==> src/rtl/stream_xor_decrypt.sv <==
// Byte-stream LFSR XOR decryptor: XORs each accepted ciphertext byte with a Galois keystream.
// Latency: one cycle from input accept to out_valid; full rate when the consumer is always ready.
// Backpressure: in_ready drops while an undrained byte is held. Optional parity: STREAM_XOR_DECRYPT_PARITY_EN.
module stream_xor_decrypt #(
  parameter int                DATA_W = 8,
  parameter int                LFSR_W = 16,
  parameter logic [LFSR_W-1:0] TAPS   = 16'hB400
) (
  input  logic              clk,
  input  logic              clear,
  input  logic              key_load,
  input  logic [LFSR_W-1:0] key,
  input  logic              in_valid,
  input  logic [DATA_W-1:0] in_data,
`ifdef STREAM_XOR_DECRYPT_PARITY_EN
  input  logic              in_par,
  output logic              par_err,
`endif
  output logic              in_ready,
  output logic              out_valid,
  output logic [DATA_W-1:0] out_data,
  input  logic              out_ready,
  output logic              key_err
);

  typedef enum logic {IDLE, RUN} state_t;

  state_t            state_q, state_d;
  logic [LFSR_W-1:0] lfsr_q, lfsr_d;
  logic              out_valid_q, out_valid_d;
  logic [DATA_W-1:0] out_data_q, out_data_d;
  logic              key_err_q, key_err_d;
  logic              accept;
  logic              par_ok;
`ifdef STREAM_XOR_DECRYPT_PARITY_EN
  logic              par_err_q, par_err_d;
`endif

  // Advance the keystream by one byte: eight Galois steps in a single cycle.
  function automatic logic [LFSR_W-1:0] step8(input logic [LFSR_W-1:0] s);
    logic [LFSR_W-1:0] r;
    r = s;
    for (int i = 0; i < 8; i++) begin
      if (r[0]) r = (r >> 1) ^ TAPS;
      else      r = r >> 1;
    end
    return r;
  endfunction

  // Accept only in RUN with the output slot empty or draining this cycle.
  assign in_ready = (state_q == RUN) && (!out_valid_q || out_ready);
  // key_load wins over the input handshake in the same cycle.
  assign accept   = in_valid && in_ready && !key_load;

`ifdef STREAM_XOR_DECRYPT_PARITY_EN
  // Even parity: the parity bit makes the total count of ones even.
  assign par_ok = ((^in_data) == in_par);
`else
  assign par_ok = 1'b1;
`endif

  // Next-state: key handling first, then drain and accept.
  always_comb begin
    state_d     = state_q;
    lfsr_d      = lfsr_q;
    out_valid_d = out_valid_q;
    out_data_d  = out_data_q;
    key_err_d   = key_err_q;
`ifdef STREAM_XOR_DECRYPT_PARITY_EN
    par_err_d   = par_err_q;
`endif
    if (key_load) begin
      out_valid_d = 1'b0;
      if (key == '0) begin
        // A zero seed would lock the LFSR at zero; refuse it and flush.
        key_err_d  = 1'b1;
        state_d    = IDLE;
        out_data_d = '0;
      end else begin
        lfsr_d    = key;
        key_err_d = 1'b0;
        state_d   = RUN;
`ifdef STREAM_XOR_DECRYPT_PARITY_EN
        par_err_d = 1'b0;
`endif
      end
    end else begin
      if (out_valid_q && out_ready) out_valid_d = 1'b0;
      if (accept) begin
        // Keystream always advances so it stays aligned with the encryptor.
        lfsr_d = step8(lfsr_q);
        if (par_ok) begin
          out_data_d  = in_data ^ lfsr_q[DATA_W-1:0];
          out_valid_d = 1'b1;
        end else begin
`ifdef STREAM_XOR_DECRYPT_PARITY_EN
          par_err_d = 1'b1;
`endif
        end
      end
    end
  end

  // State registers with synchronous clear.
  always_ff @(posedge clk) begin
    if (clear) begin
      state_q     <= IDLE;
      lfsr_q      <= '0;
      out_valid_q <= 1'b0;
      out_data_q  <= '0;
      key_err_q   <= 1'b0;
`ifdef STREAM_XOR_DECRYPT_PARITY_EN
      par_err_q   <= 1'b0;
`endif
    end else begin
      state_q     <= state_d;
      lfsr_q      <= lfsr_d;
      out_valid_q <= out_valid_d;
      out_data_q  <= out_data_d;
      key_err_q   <= key_err_d;
`ifdef STREAM_XOR_DECRYPT_PARITY_EN
      par_err_q   <= par_err_d;
`endif
    end
  end

  assign out_valid = out_valid_q;
  assign out_data  = out_data_q;
  assign key_err   = key_err_q;
`ifdef STREAM_XOR_DECRYPT_PARITY_EN
  assign par_err   = par_err_q;
`endif

endmodule

==> config.mk <==
export PLATFORM = sky130hd
export DESIGN_NAME = stream_xor_decrypt
export DESIGN_NICKNAME = d
export VERILOG_FILES = /design/src/rtl/stream_xor_decrypt.sv
export SDC_FILE = /design/constraint.sdc
export NUM_CORES = 1
export LEC_CHECK = 0
export ABC_AREA = 1
export ABC_CLOCK_PERIOD_IN_PS = 2400
export CAP_MARGIN = 20
export CORE_ASPECT_RATIO = 2
export CORE_MARGIN = 2
export CORE_UTILIZATION = 45
export CTS_CLUSTER_DIAMETER = 80
export DETAILED_ROUTE_END_ITERATION = 8
export PLACE_DENSITY = 0.77
export REMOVE_ABC_BUFFERS = 1
export SYNTH_ARGS = -nofsm -noshare
export SYNTH_HDL_FRONTEND = slang
export SYNTH_SLANG_ARGS = --single-unit
==> constraint.sdc <==
create_clock -name clk -period 2.4 [get_ports clk]
set_input_delay 0.48 -clock clk [delete_from_list [all_inputs] [get_ports clk]]
set_output_delay 0.48 -clock clk [all_outputs]
set_load 0.005 [all_outputs]
==> impl_results.md, run 1 <==
* Arrival time at the worst endpoint at 1.69 ns
* Distinct cell type count after synthesis at 25
* Share of the cycle needed by the critical path after routing at 90.3%
* Die height at 90.6 µm
* Die area at 4280 µm²
* Number of setup buffers added after CTS at 0
* Post-CTS sizing at 0
* Outcome: completed
* Layout Area Growth over Synthesis at 25.4%
* Total number of placement rows at 31
* Setup crit end kind: output pin
* Total Routing Usage GR at between 20% and 30%
* Antenna Cells at 0
* Final weighted congestion of routability-driven global placement at a little over 0.8
* Total grt overflow at 0
* Peak Freq at between 400 and 500 MHz
* Total number of H-tree levels at 1
* Maximum number of pins on one net before global-route repair at 26
* Least-Margin Pin Slew at 0.365 ns
* Final count of hold timing violations at 0
* Required time of the critical path at 1.92 ns
* Sum of met3 wire segment lengths after detailed routing at between 150 and 200 µm
* Unrepaired setup endpoints after global routing: no
* Hold_ws at 0.475 ns
* Worst relative slew slack at 75.6%
* Number of CTS-inserted buffers at 3
* Average size of a mapped cell at 6.02 µm²
* Synthesized instance count at 280
* Critical path class: input port to output pin
* Worst Clk Skew at 0.00408 ns
* Antenna violations before repair at 0
* Type of the worst min-delay path: flip-flop to flip-flop
* Max Used Layer: met4
* Source-to-sink clock delay at the later pin of the worst-skew pair at 0.28 ns
* # IOs at 40
* Synthesis Warnings at 0
* Static leakage power at 0.959 nW
* Critical Path Start Type: input port
* Number of port buffers at 39
* Clock tree root driver cell: sky130_fd_sc_hd__clkbuf_8
* TritonCTS sink count at 27
* Number of maximum-capacitance constraint violations at 0
* Total length of routed met2 wires at 2.30 mm
* Remaining number of nets flagged by the antenna check after routing at 0
* Clock slew seen by the registers of the worst setup and hold paths at roughly 0.090 ns
* Final setup violation count at 0
* Detailed-router iteration count before antenna repair at 4
* Hold-fix buffers, CTS at 0
* Detailed placer's ending HPWL at about 3.2 mm
* Number of pins with negative max-slew slack in the final report at 0
* DRC violations left at 0
* Mean routed wirelength per cell at 11.9 µm
* First DRT Iteration DRCs at 73
* Wl on met1 at 1.64 mm
* Via count at 1794
* Number of global-route vias before repair at 1504
* Critical path fanouts, max at 3
* Worst vdd ir at 0.421 mV
* Sum Neg Setup Slack at 0 ns
* Area of the core at approximately 3600 µm²
* Die Wd at 47.3 µm
* Period minus WS final at about 2.2 ns
* Routed WL at 4.27 mm
* Number of buffers between clock root and the deepest sink at 2
* Wire length of the first global-routing pass at 6.76 mm
* Synthesis-stage register bit count at 27
* Share of post-route cells with drive strength above 1 at 4.18%
* Net count, final at 341
* Post-synthesis instance area at 1690 µm²
* Number of vias per cell after detailed routing at about 5
* Initial core utilization at 46.8%
* Portion of the post-synthesis area used by sequential elements at approximately a third
* Pwr dens at 500 nW/µm²
* TritonCTS clock tree: yes
## per-layer routing
metal,GRT usage [%],vias up
met1,23.9,799
li1,-,939
met4,9.95,0
met3,2.20,11
met2,35.9,45
met5,0,-
## synthesized netlist by cell type, drive strengths merged
library cell / count / area share, %
a211oi: 1 / 0.45
a21boi: 2 / 0.89
a21oi: 15 / 4.5
a22oi: 2 / 0.89
buf: 12 / 4.5
clkbuf: 2 / 0.45
dfxtp: 27 / 32
inv: 20 / 4.5
nand2: 121 / 28
nand3: 18 / 6.1
nand4: 1 / 0.37
nor2: 39 / 8.8
o211ai: 1 / 0.45
o21ai: 2 / 0.59
o22ai: 8 / 3.0
or2: 1 / 0.37
xnor2: 8 / 4.2
## registers in the layout, indices dropped and copies added (netlist names)
register   count
out_valid      1
key_err        1
state_q        1
lfsr_q        16
out_data       8
## stage by stage
step / cells / cell area (µm²) / worst slack, ns / util [%] / total power [mW]
6_report: 360 / 2120 / 0.232 / 58.7 / 1.06
5_1_grt: 360 / 2120 / 0.164 / 58.7 / 1.12
4_1_cts: 360 / 2120 / 0.227 / 58.7 / 1.06
3_5_place_dp: 356 / 2070 / 0.227 / 57.4 / 0.801
3_3_place_gp: 356 / 2070 / 0.243 / 57.4 / 0.795
2_1_floorplan: 266 / 1600 / 0.968 / - / 0.684
## cells by family (layout without fill, tap and decap cells)
| kind of cell | count (synthesis) | count (layout) | synth area share [%] |
|---|---|---|---|
| xor+xnor | 8 | 8 | 4.15 |
| simple gates | 180 | 180 | 43.8 |
| buf+inv | 34 | 65 | 9.35 |
| compound gates | 31 | 31 | 10.7 |
| flops | 27 | 27 | 32.0 |
## power by group
group / total [mW] / switching, mW / internal (mW)
clock network: 0.267 / 0.147 / 0.119
registers: 0.507 / 0.0302 / 0.477
logic: 0.284 / 0.153 / 0.131
## worst paths after layout
kind                            startpoint           to  slack, ns  cells after the start
worst max register to register   out_valid  out_data[4]       1.00                      6
worst min register to register     key_err      key_err       0.48                      2
worst max-delay path             out_ready     in_ready       0.23                      4
worst min-delay path               key_err      key_err       0.48                      2
## layout by cell type (no fill, tap or decap), types with 2 or more instances in the layout
cell type,count
sky130_fd_sc_hd__clkbuf_8,3
sky130_fd_sc_hd__dfxtp_1,27
sky130_fd_sc_hd__buf_4,2
sky130_fd_sc_hd__a22oi_1,2
sky130_fd_sc_hd__a21oi_1,15
sky130_fd_sc_hd__nand3_1,17
sky130_fd_sc_hd__nand2_2,2
sky130_fd_sc_hd__nor2_1,38
sky130_fd_sc_hd__inv_1,19
sky130_fd_sc_hd__nand2_1,117
sky130_fd_sc_hd__xnor2_1,8
sky130_fd_sc_hd__a21boi_0,2
sky130_fd_sc_hd__nand2_4,2
sky130_fd_sc_hd__clkdlybuf4s50_1,39
sky130_fd_sc_hd__o22ai_1,8
## critical path: stages
cell	delay [ns]
sky130_fd_sc_hd__clkdlybuf4s50_1	0.45
sky130_fd_sc_hd__nor2_1	0.06
sky130_fd_sc_hd__nor2_2	0.16
sky130_fd_sc_hd__clkdlybuf4s50_1	0.53
## layout make-up
cell class	count	area, µm²
fillers	368	1490
multi-input cells	219	988
flip-flops and latches	27	541
inverters	20	75.1
repair buffers	41	405
well taps	49	61.3
clock buffers	4	45.0
Power figures use the tool's default switching activity.
==> run 2, diff against run 1 <==
Settings changed: ABC_CLOCK_PERIOD_IN_PS 2400 to not set.
Clock period 2.4 ns to 2.5 ns, I/O delays scaled along.
==> impl_results.md, run 2 (synthesis gave the netlist of run 1 again) <==
* Area of the core at 3610 µm² (unchanged)
* Peak Freq at 453 MHz
* Total grt overflow at 0 (unchanged)
* Most used cell along the critical path: sky130_fd_sc_hd__clkdlybuf4s50_1
* Outcome: completed
* Final weighted congestion of routability-driven global placement at 0.846 (+2.4%)
* Required time of the critical path at 2.00 ns (+0.08 ns)
* Post-CTS sizing at 0 (unchanged)
* Worst Clk Skew at 0.00552 ns (+0.00144 ns)
* Number of port buffers at 39 (unchanged)
* Maximum number of pins on one net before global-route repair at 26 (unchanged)
* Critical path class: input port to output pin
* TritonCTS clock tree: yes
* Worst relative slew slack at 75.6% (about the same)
* Layout Area Growth over Synthesis at 25.4% (unchanged)
* Static leakage power at 0.959 nW (unchanged)
* First DRT Iteration DRCs at 50 (-32%)
* Wire length of the first global-routing pass at 7.00 mm (+3.6%)
* Period minus WS final at 2.21 ns
* Leading cell types in the layout, fill and taps excluded: 117 x sky130_fd_sc_hd__nand2_1, 39 x sky130_fd_sc_hd__clkdlybuf4s50_1, 38 x sky130_fd_sc_hd__nor2_1
* Type of the worst min-delay path: flip-flop to flip-flop
* Total number of H-tree levels at 1 (unchanged)
* Filler Cells Inserted at 387 (+5.2%)
* Hold-fix buffers, CTS at 0 (unchanged)
* Setup crit end kind: output pin
* Clock tree root driver cell: sky130_fd_sc_hd__clkbuf_8
* Worst setup slack before clock tree synthesis at 0.280 ns (+0.0527 ns)
* Remaining number of nets flagged by the antenna check after routing at 0 (unchanged)
* Detailed-router iteration count before antenna repair at 4 (unchanged)
* Number of vias per cell after detailed routing at 4.93 (-1.0%)
* Least-Margin Pin Slew at 0.364 ns (-0.000446 ns)
* Detailed placer's ending HPWL at 3.27 mm (+1.3%)
* Clock slew seen by the registers of the worst setup and hold paths at 0.10 ns (about the same)
* Die area at 4280 µm² (unchanged)
* Share of post-route cells with drive strength above 1 at 4.18% (unchanged)
* Number of setup buffers added after CTS at 0 (unchanged)
* Routed WL at 4.29 mm (+0.61%)
* Arrival time at the worst endpoint at 1.71 ns (+0.02 ns)
* Source-to-sink clock delay at the later pin of the worst-skew pair at 0.27 ns (about the same)
* Initial core utilization at 46.8% (unchanged)
* Net count, final at 341 (unchanged)
* Unrepaired setup endpoints after global routing: no
* Final count of hold timing violations at 0 (unchanged)
* Pwr dens at 480 nW/µm² (-3.9%)
* # IOs at 40 (unchanged)
* Antenna Cells at 0 (unchanged)
* Critical path fanouts, max at 3 (unchanged)
* Final setup violation count at 0 (unchanged)
* Critical Path Start Type: input port
* Placed cell count at 356 (unchanged)
* Final Worst Setup Slack at 0.293 ns (+0.0611 ns)
* Crit path largest cell delay at 0.53 ns (about the same)
* Critical path cell sequence: clkdlybuf4s50_1, nor2_1, nor2_2, clkdlybuf4s50_1
* Total number of placement rows at 31 (unchanged)
* Number of buffers between clock root and the deepest sink at 2 (unchanged)
* Most common cell after layout, fill and taps aside: sky130_fd_sc_hd__nand2_1
* Max FFs per register at 16 (unchanged)
* Die Wd at 47.3 µm (unchanged)
* Share of the cycle needed by the critical path after routing at between 80% and 90%
* Mean routed wirelength per cell at 11.9 µm (+0.61%)
* Sum Neg Setup Slack at 0 ns (unchanged)
* TritonCTS sink count at 27 (unchanged)
* Number of maximum-capacitance constraint violations at 0 (unchanged)
* CP max stage cell: sky130_fd_sc_hd__clkdlybuf4s50_1
* Worst vdd ir at 0.320 mV (-24%)
* Register containing the most flip-flops in the final layout: lfsr_q
* Number of pins with negative max-slew slack in the final report at 0 (unchanged)
* Die height at 90.6 µm (unchanged)
* Total Routing Usage GR at 21.9% (+0.89 points)
* Non-filler instance count after layout at 360 (unchanged)
* Number of global-route vias before repair at 1620 (+7.7%)
* Antenna violations before repair at 0 (unchanged)
* Via count at 1776 (-1.0%)
* Number of CTS-inserted buffers at 3 (unchanged)
* DRC violations left at 0 (unchanged)
## run 2: cell counts in the layout (fill, tap and decap cells not counted)
Identical to the previous run, type by type.
## run 2: final timing paths
| path | from | to | slack [ns] | cells past startpoint |
|---|---|---|---|---|
| setup / recovery | out_ready | in_ready | 0.29 | 4 |
| hold / removal | key_err | key_err | 0.47 | 2 |
| setup reg to reg | state_q | out_data[0] | 1.12 | 5 |
| hold reg to reg | key_err | key_err | 0.47 | 2 |
## run 2: metal layers
metal / wire length, µm / track usage, %
met1: 1650 / 25.0
met2: 2280 / 36.3
met3: 139 / 2.40
met5: 0 / 0
met4: 219 / 12.5
## run 2: final cells by class
cell class,instances,area (µm²),area share [%]
Clock buffer,4,45.0,2.13
Inverter,20,75.1,3.55
Multi-Input combinational cell,219,988,46.7
Sequential cell,27,541,25.5
Tap cell,49,61.3,2.90
Timing Repair Buffer,41,405,19.2
## run 2: worst max-delay path: cells and delay by family
family                 cells  cell delay [ns]
buffers and inverters      2             0.99
and+or+nand+nor            2             0.22
## run 2: power by group
part	internal [mW]	switching, mW
clock network	0.114	0.140
registers	0.458	0.0302
logic	0.126	0.148
## run 2: metrics by stage
step / power, mW / hold WS, ns / instance area [µm²] / util [%]
final: 1.02 / 0.475 / 2120 / 58.7
after global routing: 1.08 / 0.496 / 2120 / 58.7
after CTS: 1.02 / 0.473 / 2120 / 58.7
after detailed placement: 0.770 / 0.461 / 2070 / 57.4
after global placement: 0.765 / 0.452 / 2070 / 57.4
after floorplan: 0.657 / 0.439 / 1600 / -
==> run 3, diff against run 2 <==
Settings changed: CTS_CLUSTER_SIZE set to 8, DONT_BUFFER_PORTS set to 1, PLACE_DENSITY 0.77 to 0.64.
==> impl_results.md, run 3 (synthesis gave the netlist of run 1 again) <==
* Outcome: completed
* Post-CTS sizing at 0 (unchanged)
* Worst relative slew slack at 77.3% (+1.7 points)
* Clock tree root driver cell: sky130_fd_sc_hd__clkbuf_8
* Remaining number of nets flagged by the antenna check after routing at 0 (unchanged)
* Endpoint with the worst hold slack: key_err
* Number of global-route vias before repair at 1463 (-9.7%)
* Final setup violation count at 0 (unchanged)
* Worst vdd ir at 0.304 mV (-5.0%)
* Register containing the most flip-flops in the final layout: lfsr_q
* Share of post-route cells with drive strength above 1 at 4.43% (+0.25 points)
* Source-to-sink clock delay at the later pin of the worst-skew pair at 0.28 ns (about the same)
* Number of setup buffers added after CTS at 0 (unchanged)
* Number of maximum-capacitance constraint violations at 0 (unchanged)
* Switching pwr at 0.303 mW (-4.8%)
* Total grt overflow at 0 (unchanged)
* Clock slew seen by the registers of the worst setup and hold paths at 0.09 ns (about the same)
* Routed WL at 4.15 mm (-3.3%)
* Final cell area excluding filler cells at 1720 µm² (-19%)
* Start point of the worst hold path: clear
* Placed cell area at 1670 µm² (-19%)
* TritonCTS sink count at 27 (unchanged)
* Minimum setup slack among reg-to-reg paths at 1.11 ns (about the same)
* Comb pwr share at 21.6% (-5.4 points)
* Least-Margin Pin Slew at 0.340 ns (-0.0248 ns)
* Most common cell after layout, fill and taps aside: sky130_fd_sc_hd__nand2_1
* Total number of H-tree levels at 1 (unchanged)
* DRC violations left at 0 (unchanged)
* Critical path fanouts, max at 3 (unchanged)
* Total power draw at 0.955 mW (-6.0%)
* Unrepaired setup endpoints after global routing: no
* Area of the core at 3610 µm² (unchanged)
* Switching share of power at 31.7% (+0.41 points)
* Layout Area Growth over Synthesis at 1.85%
* Static leakage power at 0.807 nW (-16%)
* Number of buffers between clock root and the deepest sink at 2 (unchanged)
* Placed cell count at 316 (-11%)
* Hold_ws at 0.272 ns (-0.203 ns)
* Sequential cell fraction of total power at 51.2% (+3.2 points)
* Number of CTS-inserted buffers at 3 (unchanged)
* Worst Clk Skew at 0.00426 ns (-0.00126 ns)
* Number of pins with negative max-slew slack in the final report at 0 (unchanged)
* Max FFs per register at 16 (unchanged)
* Setup crit end kind: output pin
* Leading cell types in the layout, fill and taps excluded: 117 x sky130_fd_sc_hd__nand2_1, 38 x sky130_fd_sc_hd__nor2_1, 27 x sky130_fd_sc_hd__dfxtp_1
* Period minus WS final at 1.42 ns (-0.792 ns)
* Antenna violations before repair at 0 (unchanged)
* Peak Freq at 707 MHz (+56%)
* # IOs at 40 (unchanged)
* Wire length of the first global-routing pass at 6.62 mm (-5.4%)
* Mean routed wirelength per cell at 13.0 µm (+8.8%)
* First DRT Iteration DRCs at 42 (-16%)
* Die area at 4280 µm² (unchanged)
* Final Worst Setup Slack at 1.08 ns (+0.792 ns)
* Initial core utilization at 46.8% (unchanged)
* Worst Reg-to-Reg Cells at 6 (+1)
* Via count at 1594 (-10%)
* Type of the worst min-delay path: input port to flip-flop
* Post-route core utilization at 47.6% (-11 points)
* Internal Pwr Total at 0.652 mW (-6.6%)
* Required time of the critical path at 2.00 ns (about the same)
* Total Routing Usage GR at 21.0% (-0.92 points)
* Pwr dens at 556 nW/µm² (+16%)
* Share of the cycle needed by the critical path after routing at 56.6% (-32 points)
* Endpoint of the worst-slack reg-to-reg timing path: out_data[2]
* Detailed-router iteration count before antenna repair at 4 (unchanged)
* Hold-fix buffers, CTS at 0 (unchanged)
* Sum Neg Setup Slack at 0 ns (unchanged)
* Worst setup slack before clock tree synthesis at 0.936 ns (+0.656 ns)
* Maximum number of pins on one net before global-route repair at 27 (+3.8%)
* Net count, final at 301 (-12%)
* Total number of placement rows at 31 (unchanged)
* Startpoint of the worst-slack reg-to-reg timing path: out_valid
* Critical Path Start Type: flip-flop
* Die Wd at 47.3 µm (unchanged)
* Final count of hold timing violations at 0 (unchanged)
* Number of vias per cell after detailed routing at 4.98 (+0.97%)
* Critical path class: flip-flop to output pin
* Die height at 90.6 µm (unchanged)
* Arrival time at the worst endpoint at 0.92 ns (-0.79 ns)
* Detailed placer's ending HPWL at 3.15 mm (-3.5%)
* Number of instances on the worst hold path at 1 (-1)
* Number of port buffers at 0 (-100%)
* TritonCTS clock tree: yes
* Antenna Cells at 0 (unchanged)
* Final weighted congestion of routability-driven global placement at 0.829 (-2.1%)
* Share of power burned in the clock network at 27.2% (+2.2 points)
* Non-filler instance count after layout at 320 (-11%)
run 3: changes by cell type in the layout (fill, tap and decap cells not counted):
cell,change
sky130_fd_sc_hd__clkdlybuf4s50_1,-39
sky130_fd_sc_hd__buf_4,-1
run 3: critical path, stage by stage (launching register included):
cell and delay, ns:
sky130_fd_sc_hd__dfxtp_1 0.35, sky130_fd_sc_hd__inv_1 0.04, sky130_fd_sc_hd__nor2_1 0.15, sky130_fd_sc_hd__nor2_2 0.09
run 3: metal layers:
layer	GRT usage [%]	wire length, µm	vias up
met5	0	0	-
met4	10.6	126	0
met3	1.80	214	9
met2	35.1	2160	42
met1	24.5	1660	687
li1	-	-	856
run 3: how the worst max path moves through the flow:
stage               from          end  slack, ns  cells after the start
5_1_grt        out_valid  out_data[0]       0.95                      6
3_5_place_dp     key[10]    lfsr_q[2]       0.94                      9
2_1_floorplan      clear  out_data[0]       1.05                      3
3_3_place_gp   out_ready  out_data[0]       0.94                      5
4_1_cts        out_valid  out_data[0]       1.07                      6
6_report       out_valid     in_ready       1.08                      3
run 3: power by group through the flow:
| stage | Clock (mW) | Combinational [mW] | Sequential (mW) |
|---|---|---|---|
| CTS | 0.266 | 0.207 | 0.489 |
| global route | 0.276 | 0.238 | 0.494 |
| global placement | 0 | 0.205 | 0.499 |
| floorplan | 0 | 0.167 | 0.490 |
| finish | 0.260 | 0.206 | 0.489 |
| detailed placement | 0 | 0.206 | 0.499 |
run 3: final cells by class:
cell class                      count  area [µm²]
Clock buffer                        4        45.0
Fill cell                         394        1890
Inverter                           20        75.1
Multi-Input combinational cell    219         988
Sequential cell                    27         541
Tap cell                           49        61.3
Timing Repair Buffer                1        7.51
